File: config.mk
export PLATFORM = sky130hd
export DESIGN_NAME = axis_reg_slice_flat
export DESIGN_NICKNAME = d
export VERILOG_FILES = /design/src/rtl/axis_reg_slice_pkg.sv /design/src/rtl/ifc_axis.sv /design/src/rtl/axis_reg_slice.sv /design/src/flat_wrapper.sv
export SDC_FILE = /design/constraint.sdc
export NUM_CORES = 1
export LEC_CHECK = 0
export BUFFER_PORTS_ARGS = -buffer_cell sky130_fd_sc_hd__buf_2
export CAP_MARGIN = 20
export CORE_ASPECT_RATIO = 0.9
export CORE_MARGIN = 8
export CORE_UTILIZATION = 25
export CTS_CLUSTER_SIZE = 10
export DETAILED_ROUTE_END_ITERATION = 16
export SLEW_MARGIN = 20
export SYNTH_ARGS = -nofsm -noshare
export SYNTH_HDL_FRONTEND = slang
export SYNTH_SLANG_ARGS = --single-unit
export TNS_END_PERCENT = 10
File: constraint.sdc
create_clock -name clk -period 1.4 [get_ports clk]
set_input_delay 0.28 -clock clk [delete_from_list [all_inputs] [get_ports clk]]
set_output_delay 0.28 -clock clk [all_outputs]
set_load 0.05 [all_outputs]
File: src/rtl/axis_reg_slice_pkg.sv
// Shared types and helpers for the AXI4-Stream register slice.
// Holds the output-stage load selector and the default tkeep width rule.
package axis_reg_slice_pkg;

    typedef enum logic [1:0] {
        LOAD_NONE,
        LOAD_INPUT,
        LOAD_SKID
    } out_load_e;

    function automatic int keep_width_for(input int data_width);
        return (data_width / 8 > 0) ? data_width / 8 : 1;
    endfunction

endpackage

File: src/rtl/ifc_axis.sv
// AXI4-Stream bundle carrying clock, active-low asynchronous reset and one link.
// Used on both sides of a stream block through the master/slave modports.
interface ifc_axis #(
    parameter int DATA_WIDTH = 8,
    parameter int KEEP_WIDTH = 1,
    parameter int ID_WIDTH   = 8,
    parameter int DEST_WIDTH = 8,
    parameter int USER_WIDTH = 1
) (
    input logic clk,
    input logic rst
);
    logic [DATA_WIDTH-1:0] tdata;
    logic [KEEP_WIDTH-1:0] tkeep;
    logic                  tvalid;
    logic                  tready;
    logic                  tlast;
    logic [ID_WIDTH-1:0]   tid;
    logic [DEST_WIDTH-1:0] tdest;
    logic [USER_WIDTH-1:0] tuser;

    modport master (
        input  clk, rst,
        output tdata, tkeep, tvalid, tlast, tid, tdest, tuser,
        input  tready
    );

    modport slave (
        input  clk, rst,
        input  tdata, tkeep, tvalid, tlast, tid, tdest, tuser,
        output tready
    );
endinterface

File: src/rtl/axis_reg_slice.sv
// Full-throughput AXI4-Stream skid buffer: payload, valid and ready are all registered,
// so no combinational path crosses the slice in either direction.
module axis_reg_slice
    import axis_reg_slice_pkg::*;
#(
    parameter int DATA_WIDTH  = 8,
    parameter bit KEEP_ENABLE = (DATA_WIDTH > 8),
    parameter int KEEP_WIDTH  = keep_width_for(DATA_WIDTH),
    parameter bit LAST_ENABLE = 1'b1,
    parameter bit ID_ENABLE   = 1'b0,
    parameter int ID_WIDTH    = 8,
    parameter bit DEST_ENABLE = 1'b0,
    parameter int DEST_WIDTH  = 8,
    parameter bit USER_ENABLE = 1'b1,
    parameter int USER_WIDTH  = 1
) (
    ifc_axis.slave  s_axis_ifc,
    ifc_axis.master m_axis_ifc
);
    localparam int USER_LSB      = 0;
    localparam int DEST_LSB      = USER_LSB + USER_WIDTH;
    localparam int ID_LSB        = DEST_LSB + DEST_WIDTH;
    localparam int LAST_LSB      = ID_LSB + ID_WIDTH;
    localparam int KEEP_LSB      = LAST_LSB + 1;
    localparam int DATA_LSB      = KEEP_LSB + KEEP_WIDTH;
    localparam int PAYLOAD_WIDTH = DATA_LSB + DATA_WIDTH;

    localparam logic [KEEP_WIDTH-1:0] KEEP_DEFAULT = '1;
    localparam logic                  LAST_DEFAULT = 1'b1;
    localparam logic [ID_WIDTH-1:0]   ID_DEFAULT   = '0;
    localparam logic [DEST_WIDTH-1:0] DEST_DEFAULT = '0;
    localparam logic [USER_WIDTH-1:0] USER_DEFAULT = '0;

    logic clk;
    logic rst;
    assign clk = s_axis_ifc.clk;
    assign rst = s_axis_ifc.rst;

    logic [PAYLOAD_WIDTH-1:0] in_payload;
    logic [PAYLOAD_WIDTH-1:0] out_payload;
    logic [PAYLOAD_WIDTH-1:0] skid_payload;
    logic                     out_valid;
    logic                     skid_valid;
    logic                     ready;
    logic                     ready_next;
    out_load_e                out_load;
    logic                     skid_load;

    assign in_payload = {s_axis_ifc.tdata, s_axis_ifc.tkeep, s_axis_ifc.tlast,
                         s_axis_ifc.tid, s_axis_ifc.tdest, s_axis_ifc.tuser};

    // Keep accepting while at least one of the two stages will still be free next cycle.
    assign ready_next = m_axis_ifc.tready
                      | (!skid_valid & (!out_valid | !s_axis_ifc.tvalid));

    always_comb begin
        // NOTE: every output of this block gets a default first so no latch is inferred.
        out_load  = LOAD_NONE;
        skid_load = 1'b0;
        if (ready) begin
            if (m_axis_ifc.tready || !out_valid) begin
                out_load = LOAD_INPUT;
            end else begin
                skid_load = 1'b1;
            end
        end else if (m_axis_ifc.tready) begin
            out_load = LOAD_SKID;
        end
    end

    // Refilling from skid copies skid_valid rather than forcing 1, so the idle
    // cycle straight after reset cannot present an empty skid as a beat.
    always_ff @(posedge clk or negedge rst) begin
        if (!rst) begin
            ready      <= 1'b0;
            out_valid  <= 1'b0;
            skid_valid <= 1'b0;
        end else begin
            ready <= ready_next;
            case (out_load)
                LOAD_INPUT: out_valid <= s_axis_ifc.tvalid;
                LOAD_SKID: begin
                    out_valid  <= skid_valid;
                    skid_valid <= 1'b0;
                end
                default: ;
            endcase
            if (skid_load) begin
                skid_valid <= s_axis_ifc.tvalid;
            end
        end
    end

    // NOTE: payload registers carry no reset; only the valid/ready flags define state.
    always_ff @(posedge clk) begin
        case (out_load)
            LOAD_INPUT: out_payload <= in_payload;
            LOAD_SKID:  out_payload <= skid_payload;
            default: ;
        endcase
        if (skid_load) begin
            skid_payload <= in_payload;
        end
    end

    assign s_axis_ifc.tready = ready;
    assign m_axis_ifc.tvalid = out_valid;
    assign m_axis_ifc.tdata  = out_payload[DATA_LSB +: DATA_WIDTH];
    assign m_axis_ifc.tkeep  = KEEP_ENABLE ? out_payload[KEEP_LSB +: KEEP_WIDTH] : KEEP_DEFAULT;
    assign m_axis_ifc.tlast  = LAST_ENABLE ? out_payload[LAST_LSB] : LAST_DEFAULT;
    assign m_axis_ifc.tid    = ID_ENABLE ? out_payload[ID_LSB +: ID_WIDTH] : ID_DEFAULT;
    assign m_axis_ifc.tdest  = DEST_ENABLE ? out_payload[DEST_LSB +: DEST_WIDTH] : DEST_DEFAULT;
    assign m_axis_ifc.tuser  = USER_ENABLE ? out_payload[USER_LSB +: USER_WIDTH] : USER_DEFAULT;

endmodule

File: src/flat_wrapper.sv
// flat-port wrapper written by rule: the top's interface ports become plain ports
module axis_reg_slice_flat import axis_reg_slice_pkg::*;
#(
    parameter int DATA_WIDTH  = 8,
    parameter bit KEEP_ENABLE = (DATA_WIDTH > 8),
    parameter int KEEP_WIDTH  = keep_width_for(DATA_WIDTH),
    parameter bit LAST_ENABLE = 1'b1,
    parameter bit ID_ENABLE   = 1'b0,
    parameter int ID_WIDTH    = 8,
    parameter bit DEST_ENABLE = 1'b0,
    parameter int DEST_WIDTH  = 8,
    parameter bit USER_ENABLE = 1'b1,
    parameter int USER_WIDTH  = 1
)
  (clk, rst, s_axis_ifc_tdata, s_axis_ifc_tkeep, s_axis_ifc_tvalid, s_axis_ifc_tlast, s_axis_ifc_tid, s_axis_ifc_tdest, s_axis_ifc_tuser, s_axis_ifc_tready, m_axis_ifc_tdata, m_axis_ifc_tkeep, m_axis_ifc_tvalid, m_axis_ifc_tlast, m_axis_ifc_tid, m_axis_ifc_tdest, m_axis_ifc_tuser, m_axis_ifc_tready);
  ifc_axis #(.DATA_WIDTH(DATA_WIDTH), .KEEP_WIDTH(KEEP_WIDTH), .ID_WIDTH(ID_WIDTH), .DEST_WIDTH(DEST_WIDTH), .USER_WIDTH(USER_WIDTH)) s_axis_ifc_i (.clk(clk), .rst(rst));
  ifc_axis #(.DATA_WIDTH(DATA_WIDTH), .KEEP_WIDTH(KEEP_WIDTH), .ID_WIDTH(ID_WIDTH), .DEST_WIDTH(DEST_WIDTH), .USER_WIDTH(USER_WIDTH)) m_axis_ifc_i (.clk(clk), .rst(rst));
  input wire logic clk;
  input wire logic rst;
  input wire logic [$bits(s_axis_ifc_i.tdata)-1:0] s_axis_ifc_tdata;
  input wire logic [$bits(s_axis_ifc_i.tkeep)-1:0] s_axis_ifc_tkeep;
  input wire logic [$bits(s_axis_ifc_i.tvalid)-1:0] s_axis_ifc_tvalid;
  input wire logic [$bits(s_axis_ifc_i.tlast)-1:0] s_axis_ifc_tlast;
  input wire logic [$bits(s_axis_ifc_i.tid)-1:0] s_axis_ifc_tid;
  input wire logic [$bits(s_axis_ifc_i.tdest)-1:0] s_axis_ifc_tdest;
  input wire logic [$bits(s_axis_ifc_i.tuser)-1:0] s_axis_ifc_tuser;
  output wire logic [$bits(s_axis_ifc_i.tready)-1:0] s_axis_ifc_tready;
  output wire logic [$bits(m_axis_ifc_i.tdata)-1:0] m_axis_ifc_tdata;
  output wire logic [$bits(m_axis_ifc_i.tkeep)-1:0] m_axis_ifc_tkeep;
  output wire logic [$bits(m_axis_ifc_i.tvalid)-1:0] m_axis_ifc_tvalid;
  output wire logic [$bits(m_axis_ifc_i.tlast)-1:0] m_axis_ifc_tlast;
  output wire logic [$bits(m_axis_ifc_i.tid)-1:0] m_axis_ifc_tid;
  output wire logic [$bits(m_axis_ifc_i.tdest)-1:0] m_axis_ifc_tdest;
  output wire logic [$bits(m_axis_ifc_i.tuser)-1:0] m_axis_ifc_tuser;
  input wire logic [$bits(m_axis_ifc_i.tready)-1:0] m_axis_ifc_tready;
  assign s_axis_ifc_i.tdata = s_axis_ifc_tdata;
  assign s_axis_ifc_i.tkeep = s_axis_ifc_tkeep;
  assign s_axis_ifc_i.tvalid = s_axis_ifc_tvalid;
  assign s_axis_ifc_i.tlast = s_axis_ifc_tlast;
  assign s_axis_ifc_i.tid = s_axis_ifc_tid;
  assign s_axis_ifc_i.tdest = s_axis_ifc_tdest;
  assign s_axis_ifc_i.tuser = s_axis_ifc_tuser;
  assign s_axis_ifc_tready = s_axis_ifc_i.tready;
  assign m_axis_ifc_tdata = m_axis_ifc_i.tdata;
  assign m_axis_ifc_tkeep = m_axis_ifc_i.tkeep;
  assign m_axis_ifc_tvalid = m_axis_ifc_i.tvalid;
  assign m_axis_ifc_tlast = m_axis_ifc_i.tlast;
  assign m_axis_ifc_tid = m_axis_ifc_i.tid;
  assign m_axis_ifc_tdest = m_axis_ifc_i.tdest;
  assign m_axis_ifc_tuser = m_axis_ifc_i.tuser;
  assign m_axis_ifc_i.tready = m_axis_ifc_tready;
  axis_reg_slice #(.DATA_WIDTH(DATA_WIDTH), .KEEP_ENABLE(KEEP_ENABLE), .KEEP_WIDTH(KEEP_WIDTH), .LAST_ENABLE(LAST_ENABLE), .ID_ENABLE(ID_ENABLE), .ID_WIDTH(ID_WIDTH), .DEST_ENABLE(DEST_ENABLE), .DEST_WIDTH(DEST_WIDTH), .USER_ENABLE(USER_ENABLE), .USER_WIDTH(USER_WIDTH)) u_core (.s_axis_ifc(s_axis_ifc_i), .m_axis_ifc(m_axis_ifc_i));
endmodule
**Word-level counts from Yosys, hierarchy flattened**

Index checks and enable logic that the tools add are counted.
W data, S select, Z words.

- Output and inout port bits: 29
- Bits of input ports: 31
- Flip-flop bits (word level): 57

- Equality and inequality tests: 2
- Reduce and logical (&&, ||, !) cells: 6
- Bitwise logic cells: 3
- Multiplexer cells: 9

Operators with widths:

| kind | count |
|---|---|
| $pmux W27 S2 | 1 |
| $mux W1 | 5 |
| $mux W2 | 2 |
| $reduce_bool A2 Y1 | 2 |
| $logic_not A1 Y1 | 3 |
| $eq A2 B1 Y1 const B | 1 |
| $eq A2 B2 Y1 const B | 1 |
| $or A1 B1 Y1 | 2 |
| $pmux W1 S2 | 1 |
| $and A1 B1 Y1 | 1 |
| $logic_or A1 B1 Y1 | 1 |

**Longest topological paths before layout**

Gate-level depths: netlist of the first run.

- Word-level depth: 7
- Gate-level depth with buffers: 3
- Mapped depth without buffers: 3

**Worst setup path before layout of the first run**

Ideal clock, no wire load.

- Path type: register to register
- Start point: register u_core.ready (netlist: u_core.s_axis_ifc.tready)
- End point: register u_core.out_payload[0], data pin
- Buffers on the path: 1
- Setup slack: -149 ps
- Stages on the path, launching flop included: 4
- Data arrival time: 1290 ps
- Period minus slack after synthesis: 1549 ps
- Data required time: 1140 ps
- Cells stage by stage: dfrtp_1 nor2b_2 buf_6 mux2_2

- Word-level cells in the longest chain between the ends: 3

RTL lines:

| item | line | text |
|---|---|---|
| start, declared | axis_reg_slice.sv:44 | `logic ready;` |
| start signal, assigned | axis_reg_slice.sv:79 | `ready <= ready_next;` |
| $mux W2 (*) | axis_reg_slice.sv:60 | `if (ready) begin` |
| $eq A2 B2 Y1 / $eq A2 B1 Y1 (equally long branches) | axis_reg_slice.sv:96 | `case (out_load)` |
| $pmux W27 S2 (*) | axis_reg_slice.sv:96 |  |
| end signal, assigned | axis_reg_slice.sv:97 | `LOAD_INPUT: out_payload <= in_payload;` |
| end signal, assigned | axis_reg_slice.sv:98 | `LOAD_SKID: out_payload <= skid_payload;` |
| end, declared | axis_reg_slice.sv:40 | `logic [PAYLOAD_WIDTH-1:0] out_payload;` |

Mark *: on every way between the ends. The rest lies on a longest branch, timed or not.
A chain may end at the register's enable or synchronous reset.

**Worst setup path after layout of the first run**

- Start point: register u_core.ready (netlist: u_core.s_axis_ifc.tready)
- End point: output port s_axis_ifc_tready

RTL lines:

| item | line | text |
|---|---|---|
| end, declared | flat_wrapper.sv:27 | `output wire logic [$bits(s_axis_ifc_i.tready)-1:0] s_axis_ifc_tready;` |

No word-level cell between the ends.

==> results.py, run 1 <==
metrics = {
    "sta": {
        "slew_violations": 0,
        "rsz0062_at_grt": "no",
        "hold_viol": 0,
        "period_needed_ps": 1310,
        "min_period_over_period": 0.939,
        "fin_worst_skew_ps": 3.77,
        "setup_viol": 0,
        "fmax_mhz": 761,
        "fin_ws_ps": 85.5,
        "finalSetupTns_ps": 0,
    },
    "clock_tree": {
        "path_clk_slew_ps": 80,
        "cts.htree.levels": 1,
        "numCtsBuffers": 3,
        "cts-root-buf": "clkbuf_8",
        "clock_latency_ps": 250,
        "cts_tree": "yes",
        "cts_sinks": 23,
        "clockBufferDepth": 2,
    },
    "pwr": {
        "power_density_nw_per_um2": 1460,
        "max-vdd-ir-drop_mv": 0.297,
        "p_leak_uw": 0.000494,
    },
    "yosys": {
        "synthSimpleGateAreaFrac": 0.0541,
        "synthTopCellsByArea": "edfxtp_1 (59%), buf_4 (13%), mux2_2 (11%)",
        "synth.area.mux_share": 0.111,
        "synthesis.area_um2": 1020,
        "ys_seq_elements": 23,
        "ys_seq_area_frac": 0.664,
        "synth-adder-area-share": 0,
        "avgSynthCellArea_um2": 15.4,
        "syn_inst": 66,
        "ys_types": 17,
        "synth_top_family_by_area": "buffers and inverters",
        "synth_top_cell_area_share": 0.590,
        "yosysWarnings": 0,
        "synth_compound_area_frac": 0.0234,
        "synth_xor_area_frac": 0,
        "yosys.area.top_type": "edfxtp_1",
    },
    "hold_path": {
        "hold_class": "in2reg",
    },
    "finish": {
        "nets": 127,
        "diodes": 0,
        "finalNonFillerCells": 143,
        "area_growth_pct": 18.6,
        "fin_util": 0.302,
        "drive_gt1_frac": 0.484,
        "final_cell_area_um2": 1210,
    },
    "floorplanning": {
        "initial_utilization": 0.255,
        "die_area_um2": 6370,
        "ios": 60,
        "fp.dieW_um": 83.2,
        "num_rows": 22,
        "core_area_um2": 3990,
        "fp.dieH_um": 76.5,
    },
    "run_status": {
        "status": "finished clean",
    },
    "placed_design": {
        "post-place-ws_ps": 55.7,
        "portBuffers": 25,
        "place_area_um2": 1150,
        "place.gp.congestion": 0.777,
        "hpwl_mm": 1.43,
        "dp_cells": 138,
    },
    "critical_path": {
        "critPathTopFamily": "flip-flops",
        "worstPathRequired_ps": 1120,
        "crit_slowest_cell": "dfrtp_2",
        "critPathMaxStageDelay_ps": 420,
        "critical_path.endpoint_type": "primary output",
        "worstSetupPathType": "reg2out",
        "cp-start-kind": "flip-flop",
        "worst-path-buf-inv": 2,
        "cp_cell_sequence": "buf_4 -> buf_2",
        "critPathArrivalTime_ps": 1030,
        "cp_max_fo": 7,
    },
    "global_routing": {
        "grt.total_usage": 0.0558,
        "grt_pass1_wl_mm": 2.93,
        "overflow": 0,
        "grt_max_degree": 13,
        "grt_pass1_vias": 660,
        "antenna_found_initial": 0,
    },
    "detailed_routing": {
        "num_vias": 557,
        "drt_iter0_drc": 23,
        "viasPerCell": 3.90,
        "ant_nets": 0,
        "route.detailed.drc": 0,
        "drtPass1Iterations": 4,
        "drt-wirelength-per-cell_um": 12.5,
        "wl_mm": 1.79,
    },
    "run": {
        "max_cap_viol_count": 0,
    },
}
[cell usage after synthesis (all sizes together)]
library cell	number
inv	1
or2	1
mux2	10
edfxtp	20
nand3	3
and2	1
conb	2
nand3b	1
nand2	1
nor2b	2
a21oi	1
a21o	1
a221o	1
dfrtp	3
buf	18
[layout by cell type (no fill, tap or decap)]
master and n:
nand3b_1 1, buf_12 1, a21oi_1 1, and2_4 1, dfrtp_2 2, nand3_1 3, dfrtp_1 1, or2_2 1
clkbuf_1 1, inv_1 1, buf_4 1, mux2_2 10, nor2b_1 1, a21o_2 1, nand2_1 1, clkbuf_8 3
a221o_1 1, edfxtp_1 20, dlygate4sd3_1 1, conb_1 17, buf_2 25, nor2b_2 1
[routing by layer]
metal / vias to the layer above / wire length (µm) / share of wire / GRT usage
li1: 257 / - / - / -
met1: 270 / 716 / 0.40 / 0.0555
met2: 28 / 892 / 0.50 / 0.0940
met3: 2 / 169 / 0.095 / 0.0288
met4: 0 / 6 / 0.0034 / 0.0263
met5: - / 0 / 0 / 0
[flip-flops by register name, summed over array words and instances, names as in the netlist]
| name | flops |
|---|---|
| u_core.skid_valid | 1 |
| u_core.s_axis_ifc.tready | 1 |
| u_core.skid_payload | 10 |
| u_core.m_axis_ifc.tvalid | 1 |
| u_core.out_payload | 10 |
[power by group]
group | switching (µW) | internal (µW) | total, µW
Clock | 188 | 202 | 390
Combinational | 369 | 118 | 487
Sequential | 31.3 | 847 | 878
Total | 588 | 1170 | 1760
[area by class of cell]
class | instances | area [µm²]
well taps | 48 | 60.1
fillers | 402 | 2790
clock buffers | 4 | 45.0
repair buffers | 28 | 163
flip-flops and latches | 23 | 678
inverters | 1 | 3.75
multi-input cells | 39 | 256
[repair_timing]
item	4_1_cts	5_1_grt
hold endpoints to repair	3	0
resized for setup	0	1
hold buffers	1	0
setup endpoints to repair	0	10
buffers inserted	0	0
[path summary, 6_finish.rpt]
kind,from,endpoint,slack [ps],cells after the start
setup / recovery,u_core.s_axis_ifc.tready,s_axis_ifc_tready,90,2
hold / removal,s_axis_ifc_tdata[1],u_core.skid_payload[20],210,1
setup reg to reg,u_core.s_axis_ifc.tready,u_core.out_payload[25],100,3
hold reg to reg,u_core.skid_payload[24],u_core.out_payload[24],550,1
max in group asynchronous,rst,u_core.s_axis_ifc.tready,940,2
min in group asynchronous,rst,u_core.skid_valid,340,2
[stage by stage]
| step | hold WS [ps] | total power [µW] |
|---|---|---|
| 6_report | 211 | 1760 |
| 5_1_grt | 198 | 1840 |
| 3_5_place_dp | 83.7 | 1380 |
| 3_3_place_gp | 76.5 | 1370 |
| 4_1_cts | 204 | 1780 |
| 2_1_floorplan | -15.6 | 1300 |
[logic make-up after synthesis]
kind of cell,Yosys count
other cells,2
flops,23
compound gates,3
simple gates,9
mux,10
buf+inv,19
Note: power is estimated with default switching activity, not from simulation.
==> run 2, diff against run 1 <==
--- a/config.mk
+++ b/config.mk
@@ -10,6 +10,7 @@
 export CORE_ASPECT_RATIO = 0.9
 export CORE_MARGIN = 8
 export CORE_UTILIZATION = 25
+export CTS_BUF_LIST = sky130_fd_sc_hd__clkbuf_8 sky130_fd_sc_hd__clkbuf_16
 export CTS_CLUSTER_SIZE = 10
 export DETAILED_ROUTE_END_ITERATION = 16
 export SLEW_MARGIN = 20
==> run 2 against run 1 <==
Setup slack stayed put. Global-route usage did not move. Sequential cell count stayed put. Clock-buffer cell count down 1. Worst hold slack unchanged. Sequential power about the same. Sequential share of layout area stayed put. Final area stayed put. Critical path depth stayed put. Largest cell class unchanged. Largest power group unchanged. Highest routed layer unchanged.
==> results.py, run 2 (synthesis results as in run 1) <==
metrics = {
    "critical_path": {
        "critical_path.endpoint_type": "primary output",
        "worstPathRequired_ps": 1120,
        "r2r_cells": 3,
        "cp_max_fo": 7,
        "cp-start-kind": "flip-flop",
        "critPathArrivalTime_ps": 1030,
        "worstSetupPathType": "reg2out",
    },
    "hold_path": {
        "hold_class": "in2reg",
        "hold_depth": 1,
    },
    "global_routing": {
        "overflow": 0,
        "grt_pass1_vias": 660,
        "antenna_found_initial": 0,
        "grt_max_degree": 13,
        "grt_pass1_wl_mm": 2.93,
        "grt.total_usage": 0.0558,
    },
    "clock_tree": {
        "numCtsBuffers": 3,
        "clock_latency_ps": 250,
        "cts.htree.levels": 1,
        "cts_sinks": 23,
        "clockBufferDepth": 2,
        "cts-root-buf": "clkbuf_8",
        "path_clk_slew_ps": 80,
        "cts_tree": "yes",
    },
    "pwr": {
        "max-vdd-ir-drop_mv": 0.301,
        "power_density_nw_per_um2": 1450,
        "p_leak_uw": 0.000498,
    },
    "detailed_routing": {
        "drt_iter0_drc": 22,
        "viasPerCell": 3.89,
        "drt-wirelength-per-cell_um": 12.5,
        "drtPass1Iterations": 4,
        "ant_nets": 0,
        "num_vias": 556,
        "route.detailed.drc": 0,
        "wl_mm": 1.79,
    },
    "floorplanning": {
        "die_area_um2": 6370,
        "ios": 60,
        "core_area_um2": 3990,
        "initial_utilization": 0.255,
        "num_rows": 22,
        "fp.dieW_um": 83.2,
        "fp.dieH_um": 76.5,
    },
    "placed_design": {
        "portBuffers": 25,
        "post-place-ws_ps": 55.7,
        "place.gp.congestion": 0.777,
        "hpwl_mm": 1.43,
        "place_area_um2": 1150,
    },
    "run_status": {
        "status": "finished clean",
    },
    "sta": {
        "min_period_over_period": 0.939,
        "rsz0062_at_grt": "no",
        "period_needed_ps": 1310,
        "fmax_mhz": 761,
        "hold_viol": 0,
        "fin_worst_skew_ps": 2.19,
        "slew_violations": 0,
        "setup_viol": 0,
        "fin_ws_ps": 85.5,
    },
    "finish": {
        "fin_util": 0.302,
        "drive_gt1_frac": 0.484,
        "fill_cells": 402,
        "area_growth_pct": 18.6,
        "register_area_um2": 678,
        "nets": 127,
        "final_cell_area_um2": 1210,
        "multi_input_area_um2": 256,
        "reg.largest.list": "u_core.out_payload: 10 flops, u_core.skid_payload: 10 flops",
        "mostFrequentLayoutCell": "buf_2",
        "layout_common_cells": "buf_2 (25), edfxtp_1 (20), conb_1 (17)",
        "diodes": 0,
    },
    "run": {
        "max_cap_viol_count": 0,
    },
}
==> run 2: cell types whose count changed in the layout (fill, tap and decap cells not counted), sizes merged <==
cell / before / now
clkbuf: 4 / 3
inv: 1 / 2
==> run 2: area by class of cell <==
class,count,share of cell area
clock buffers,3,0.0342
inverters,1,0.00311
repair buffers,28,0.135
well taps,48,0.0498
clock inverters,1,0.00311
multi-input cells,39,0.213
flip-flops and latches,23,0.562
==> run 2: per-layer routing <==
layer  GRT usage  part of all wire  vias up
met5           0                 0        -
met4      0.0263            0.0034        0
met3      0.0288             0.094        2
met2      0.0940              0.50       28
met1      0.0555              0.40      269
li1            -                 -      257
==> run 2: stage by stage <==
step / setup TNS, ps / std cells / hold slack [ps] / power, µW
floorplan: -278 / 81 / -15.6 / 1300
CTS: 0 / 143 / 204 / 1770
finish: 0 / 143 / 211 / 1750
global placement: 0 / 138 / 76.5 / 1370
detailed placement: 0 / 138 / 83.7 / 1380
global route: 0 / 143 / 198 / 1830
==> run 2: power by group <==
part	switching [µW]	leakage, µW	internal [µW]
logic	369	0.000245	118
clock network	191	0.0000269	195
registers	31.3	0.000227	847
==> run 2: critical path, stage by stage, from the launching register on <==
cell     delay [ps]
dfrtp_2         420
buf_4           160
buf_2           210
==> run 2: final timing paths <==
| path | startpoint | slack, ps | endpoint |
|---|---|---|---|
| max | u_core.s_axis_ifc.tready | 90 | s_axis_ifc_tready |
| min | s_axis_ifc_tdata[1] | 210 | u_core.skid_payload[20] |
| max reg2reg | u_core.s_axis_ifc.tready | 100 | u_core.out_payload[25] |
| min reg2reg | u_core.skid_payload[24] | 550 | u_core.out_payload[24] |
| max in group asynchronous | rst | 940 | u_core.s_axis_ifc.tready |
| min in group asynchronous | rst | 340 | u_core.skid_valid |
==> run 2: what timing repair did <==
action                                 in CTS  in global routing
resized for setup                           0                  1
setup buffers                               0                  0
hold buffers                                1                  0
setup endpoints to repair                   0                 10
endpoints found under the hold margin       3                  0
